## src/rtl/soc_rtc_pkg.sv

```systemverilog
// Shared constants for the SoC RTC: register word addresses, CTRL/STATUS bit positions, alarm bound.
package soc_rtc_pkg;

    localparam int unsigned MAX_ALARMS    = 8;
    localparam int unsigned ADDR_W        = 5;

    localparam int unsigned ADDR_CTRL     = 0;
    localparam int unsigned ADDR_PRESC    = 1;
    localparam int unsigned ADDR_COUNT    = 2;
    localparam int unsigned ADDR_STATUS   = 3;
    localparam int unsigned ADDR_CMP_BASE = 4;

    localparam int unsigned CTRL_EN       = 0;
    localparam int unsigned CTRL_OVF_IE   = 1;
    localparam int unsigned CTRL_ALM_EN   = 8;
    localparam int unsigned CTRL_ALM_IE   = 16;

    localparam int unsigned STAT_OVF      = 0;
    localparam int unsigned STAT_ALM      = 8;

    // Channel k owns an interleaved CMP/PERIOD address pair.
    function automatic logic [ADDR_W-1:0] cmp_addr(input int unsigned k);
        return ADDR_W'(ADDR_CMP_BASE + 2 * k);
    endfunction

    function automatic logic [ADDR_W-1:0] period_addr(input int unsigned k);
        return ADDR_W'(ADDR_CMP_BASE + 2 * k + 1);
    endfunction

endpackage

```

## src/rtl/soc_rtc_alarm_ch.sv

```systemverilog
// One RTC alarm channel: CMP/PERIOD registers, match comparator and reload.
// Periodic reload exists only when SOC_RTC_PERIODIC_EN is defined.
module soc_rtc_alarm_ch #(
    parameter int unsigned DATA_W = 32
) (
    input  logic              clk,
    input  logic              rst_n,
    input  logic              tick,
    input  logic              count_wr,
    input  logic              alm_en,
    input  logic [DATA_W-1:0] count_next,
    input  logic              cmp_we,
    input  logic              period_we,
    input  logic [DATA_W-1:0] wdata,
    output logic [DATA_W-1:0] cmp,
    output logic [DATA_W-1:0] period,
    output logic              match_pulse,
    output logic              clear_en
);

    // A software COUNT write suppresses evaluation on that tick.
    assign match_pulse = alm_en & tick & ~count_wr & (count_next == cmp);

`ifdef SOC_RTC_PERIODIC_EN
    logic reload;

    assign reload   = match_pulse & (period != '0);
    assign clear_en = match_pulse & ~reload;

    always_ff @(posedge clk or negedge rst_n) begin
        if (!rst_n) begin
            period <= '0;
        end else if (period_we) begin
            period <= wdata;
        end
    end

    // A bus write to CMP replaces any reload in the same cycle.
    always_ff @(posedge clk or negedge rst_n) begin
        if (!rst_n) begin
            cmp <= '0;
        end else if (cmp_we) begin
            cmp <= wdata;
        end else if (reload) begin
            cmp <= cmp + period;
        end
    end
`else
    logic unused_period_we;

    assign unused_period_we = period_we;
    assign period           = '0;
    assign clear_en         = match_pulse;

    always_ff @(posedge clk or negedge rst_n) begin
        if (!rst_n) begin
            cmp <= '0;
        end else if (cmp_we) begin
            cmp <= wdata;
        end
    end
`endif

endmodule

```

## src/rtl/soc_rtc_alarm.sv

```systemverilog
// SoC RTC top: prescaler, COUNT, CTRL, sticky STATUS, bus decode and interrupt.
// Define SOC_RTC_PERIODIC_EN to build periodic alarm reload.
module soc_rtc_alarm
    import soc_rtc_pkg::*;
#(
    parameter int unsigned IO_MAP_WIDTH = 32,
    parameter int unsigned NUM_ALARMS   = 4,
    parameter int unsigned PRESC_WIDTH  = 16
) (
    input  logic                    clk,
    input  logic                    rst_n,
    input  logic [4:0]              rtc_addr,
    input  logic                    rtc_re,
    input  logic                    rtc_we,
    input  logic [IO_MAP_WIDTH-1:0] rtc_wdata,
    output logic [IO_MAP_WIDTH-1:0] rtc_rdata,
    output logic                    rtc_ready,
    output logic                    rtc_irq
);

    localparam int unsigned DW = IO_MAP_WIDTH;
    localparam int unsigned NA = NUM_ALARMS;

    logic                   en;
    logic                   ovf_ie;
    logic [NA-1:0]          alm_en;
    logic [NA-1:0]          alm_ie;
    logic [PRESC_WIDTH-1:0] presc;
    logic [PRESC_WIDTH-1:0] presc_cnt;
    logic [DW-1:0]          count;
    logic                   ovf;
    logic [NA-1:0]          alm;

    logic          wr_ctrl, wr_presc, wr_count, wr_status;
    logic          tick, ovf_set, ovf_w1c;
    logic [NA-1:0] alm_w1c, match, clear, cmp_we, per_we;
    logic [DW-1:0] count_next, rd_mux;
    logic [DW-1:0] cmp_val [NA];
    logic [DW-1:0] per_val [NA];

    assign wr_ctrl    = rtc_we && (rtc_addr == ADDR_W'(ADDR_CTRL));
    assign wr_presc   = rtc_we && (rtc_addr == ADDR_W'(ADDR_PRESC));
    assign wr_count   = rtc_we && (rtc_addr == ADDR_W'(ADDR_COUNT));
    assign wr_status  = rtc_we && (rtc_addr == ADDR_W'(ADDR_STATUS));

    assign tick       = en && (presc_cnt == presc);
    assign count_next = count + DW'(1);
    assign ovf_set    = tick && !wr_count && (count == '1);
    assign ovf_w1c    = wr_status && rtc_wdata[STAT_OVF];
    assign alm_w1c    = wr_status ? rtc_wdata[STAT_ALM +: NA] : '0;

    for (genvar g = 0; g < NA; g++) begin : g_ch
        assign cmp_we[g] = rtc_we && (rtc_addr == cmp_addr(g));
        assign per_we[g] = rtc_we && (rtc_addr == period_addr(g));

        soc_rtc_alarm_ch #(.DATA_W(DW)) u_ch (
            .clk         (clk),
            .rst_n       (rst_n),
            .tick        (tick),
            .count_wr    (wr_count),
            .alm_en      (alm_en[g]),
            .count_next  (count_next),
            .cmp_we      (cmp_we[g]),
            .period_we   (per_we[g]),
            .wdata       (rtc_wdata),
            .cmp         (cmp_val[g]),
            .period      (per_val[g]),
            .match_pulse (match[g]),
            .clear_en    (clear[g])
        );
    end

    // Prescaler restarts on PRESC write and idles at 0 while disabled.
    always_ff @(posedge clk or negedge rst_n) begin
        if (!rst_n) begin
            presc     <= '0;
            presc_cnt <= '0;
        end else begin
            if (wr_presc) begin
                presc <= rtc_wdata[PRESC_WIDTH-1:0];
            end
            if (wr_presc || !en || tick) begin
                presc_cnt <= '0;
            end else begin
                presc_cnt <= presc_cnt + PRESC_WIDTH'(1);
            end
        end
    end

    always_ff @(posedge clk or negedge rst_n) begin
        if (!rst_n) begin
            count <= '0;
        end else if (wr_count) begin
            count <= rtc_wdata;
        end else if (tick) begin
            count <= count_next;
        end
    end

    // CTRL write beats a same-cycle one-shot clear.
    always_ff @(posedge clk or negedge rst_n) begin
        if (!rst_n) begin
            en     <= 1'b0;
            ovf_ie <= 1'b0;
            alm_en <= '0;
            alm_ie <= '0;
        end else if (wr_ctrl) begin
            en     <= rtc_wdata[CTRL_EN];
            ovf_ie <= rtc_wdata[CTRL_OVF_IE];
            alm_en <= rtc_wdata[CTRL_ALM_EN +: NA];
            alm_ie <= rtc_wdata[CTRL_ALM_IE +: NA];
        end else begin
            alm_en <= alm_en & ~clear;
        end
    end

    // Sticky status: hardware set beats a same-cycle W1C.
    always_ff @(posedge clk or negedge rst_n) begin
        if (!rst_n) begin
            ovf <= 1'b0;
            alm <= '0;
        end else begin
            ovf <= (ovf & ~ovf_w1c) | ovf_set;
            alm <= (alm & ~alm_w1c) | match;
        end
    end

    always_comb begin
        rd_mux = '0;
        case (rtc_addr)
            ADDR_W'(ADDR_CTRL): begin
                rd_mux[CTRL_EN]            = en;
                rd_mux[CTRL_OVF_IE]        = ovf_ie;
                rd_mux[CTRL_ALM_EN +: NA]  = alm_en;
                rd_mux[CTRL_ALM_IE +: NA]  = alm_ie;
            end
            ADDR_W'(ADDR_PRESC):  rd_mux = DW'(presc);
            ADDR_W'(ADDR_COUNT):  rd_mux = count;
            ADDR_W'(ADDR_STATUS): begin
                rd_mux[STAT_OVF]       = ovf;
                rd_mux[STAT_ALM +: NA] = alm;
            end
            default: ;
        endcase
        for (int unsigned k = 0; k < NA; k++) begin
            if (rtc_addr == cmp_addr(k)) begin
                rd_mux = cmp_val[k];
            end
            if (rtc_addr == period_addr(k)) begin
                rd_mux = per_val[k];
            end
        end
    end

    // Read data reflects pre-write state when re and we coincide.
    always_ff @(posedge clk or negedge rst_n) begin
        if (!rst_n) begin
            rtc_rdata <= '0;
            rtc_ready <= 1'b0;
            rtc_irq   <= 1'b0;
        end else begin
            rtc_rdata <= rtc_re ? rd_mux : '0;
            rtc_ready <= rtc_re | rtc_we;
            rtc_irq   <= (|(alm & alm_ie)) | (ovf & ovf_ie);
        end
    end

endmodule

```

## config.mk

```make
export PLATFORM = sky130hd
export DESIGN_NAME = soc_rtc_alarm
export DESIGN_NICKNAME = d
export VERILOG_FILES = /design/src/rtl/soc_rtc_pkg.sv /design/src/rtl/soc_rtc_alarm_ch.sv /design/src/rtl/soc_rtc_alarm.sv
export SDC_FILE = /design/constraint.sdc
export NUM_CORES = 1
export LEC_CHECK = 0
export CAP_MARGIN = 20
export CORE_MARGIN = 1
export CORE_UTILIZATION = 60
export DETAILED_ROUTE_END_ITERATION = 10
export MAX_ROUTING_LAYER = met4
export PLACE_DENSITY = 0.91
export SLEW_MARGIN = 10
export SYNTH_ARGS = -nofsm -noshare
export SYNTH_HDL_FRONTEND = slang
export SYNTH_HIERARCHICAL = 1
export SYNTH_SLANG_ARGS = --single-unit
```

## constraint.sdc

```tcl
create_clock -name clk -period 3 [get_ports clk]
set_input_delay 0.45 -clock clk [delete_from_list [all_inputs] [get_ports clk]]
set_output_delay 0.45 -clock clk [all_outputs]
set_load 0.03 [all_outputs]
```

==> results.ini <==
[clock_tree]
htree_levels=1
cts_tree=done
cts_sinks=241
clkTransAtPathRegs_ns=0.07
insertion_delay_ns=0.55
cts_buffer_depth=3
cts_root_buf=clkbuf_16
cts_inserted_buffers=26

[critical_path]
crit_top_cell=buf_4
critical_path_buf_inv_count=3
critPathKind=reg -> reg
crit_chain=ha_4 -> and3_4 -> nand4_1 -> nor3_2 -> buf_4 -> nand2_4 -> xnor2_4 -> buf_4 -> xor2_1 -> nor4_2 -> buf_4 -> nand4_1 -> nor3_2 -> nand3b_1 -> o21ai_1
crit_path_end_kind=flip-flop
worstPathRequired_ns=3.43
cp-startpoint=count[0]$_DFFE_PN0P_
cpPeakStageDelay_ns=0.42
rr_startpoint=count[0]$_DFFE_PN0P_
r2r_slack_ns=-0.1
cp-start-kind=flip-flop
cp_top_family=simple AND/OR/NAND/NOR gates
critPathSlowestCell=dfrtp_1
crit_arrival_ns=3.53
path_max_fanout=3

[sta]
finClkSkew_ns=0.009934
slew_headroom=0.3583
rsz0062_at_grt=true
period_share=1.033
setup_ws_ns=-0.09848
worst_slew_pin_slew_ns=0.9590
hold_violations=0
finalSetupTns_ns=-0.3915
holdWs_ns=0.4680
timing.fmax_mhz=322.7
final.min_clock_period_ns=3.098
final-setup-viol-count=7
finalMaxSlewViolations=0

[grt]
antenna_found_initial=0
grt.overflow.total=0
grt_first_pass_wirelength_um=85610
grt_pass1_vias=13583
track_usage=0.4544
grt_max_degree=70

[placed_design]
dpl-instance-area_um2=17280
hpwl_um=42420
portBuffers=74
place.gp.congestion=1.078

[yosys]
synth_warnings=6
synth_area_um2=15540
syn_inst=1595
avgSynthCellArea_um2=9.741

[layout]
fin_util=0.7374
layout_commonest_cell=dfrtp_1
drive_above_1_share=0.2650
mostFrequentLayoutCells=dfrtp_1 (239), buf_4 (187), mux2_2 (157), xor2_1 (155), conb_1 (128)
antenna_cells=0
final_design_area_no_fill_um2=18620
area.growth.synth_to_final_pct=19.86
layout.nets=1838

[floorplan]
coreArea_um2=25250
die-area_um2=26540
io_pins=75
initial_core_util=0.6152
die_h_um=162.9
rows=58
die_w_um=162.9

[detailed_routing]
drt_wl_total_um=57740
drcViolationCount=0
avgRoutedWirePerCell_um=26.92
via_per_inst=6.372
detail_route.first_pass.iterations=6
drt_iter0_markers=1862
vias=13669
ant_nets=0

[power]
peakVddDrop_v=0.0005686
pwr_density_cell_nw_per_um2=652.0
p_leak_nw=8.183

[job]
maxCapViolations=0

[run_status]
status=finished with violations
violations=negative setup slack

[worst_hold_path]
hold_class=in -> async

## state kept, by name, summed over array words and instances (netlist names), 4 cells and up
| register | count |
|---|---|
| alm | 4 |
| alm_en | 4 |
| alm_ie | 4 |
| count | 32 |
| g_ch.u_ch/cmp | 128 |
| presc | 16 |
| presc_cnt | 16 |
| rtc_rdata | 32 |
## report_power, final
group	total, mW	internal [mW]	switching (mW)
logic	4.36	1.91	2.45
clock network	3.22	1.83	1.39
registers	4.56	3.81	0.748
## path summary, 6_finish.rpt
path                                                     to  depth (start not counted)
hold / removal             g_ch[3].u_ch/cmp[27]$_DFFE_PN0P_                          2
min in group clk           g_ch[1].u_ch/cmp[30]$_DFFE_PN0P_                          1
hold reg to reg            g_ch[1].u_ch/cmp[30]$_DFFE_PN0P_                          1
setup reg to reg                        alm_en[0]$_DFF_PN0_                         15
max in group asynchronous             count[11]$_DFFE_PN0P_                          3
setup / recovery                        alm_en[0]$_DFF_PN0_                         15
## cell type report
type                       count  area (um^2)
clock buffer                  36        789.5
clock inverter                12        65.06
fill                        1755         6633
inverter                      13        48.80
multi-input combinational   1236         8848
sequential                   241         6033
tap                          330        412.9
timing repair buffer         277         2424
## layer usage
metal | track usage | up-vias | part of all wire
li1 | - | 5816 | -
met1 | 0.6128 | 6715 | 0.40
met2 | 0.6621 | 922 | 0.43
met3 | 0.1044 | 216 | 0.12
met4 | 0.1746 | 0 | 0.051
met5 | - | - | 0
## what timing repair did
| item | 4_1_cts | 5_1_grt |
|---|---|---|
| endpoints found under the hold margin | 65 | 0 |
| gates resized for setup | 32 | 33 |
| hold buffers | 1 | 0 |
| pin swaps | 11 | 25 |
| setup buffers | 7 | 4 |
| setup endpoints to repair | 8 | 8 |
## per-stage QoR
stage	power, mW	setup WS [ns]	instances
floorplan	6.587	0.2041	1719
global placement	8.312	-0.3403	2084
detailed placement	8.388	-0.4186	2084
CTS	11.79	-0.01271	2140
global route	12.51	-0.1375	2145
finish	12.14	-0.09848	2145
No activity file was read; power rests on OpenSTA's default activity.
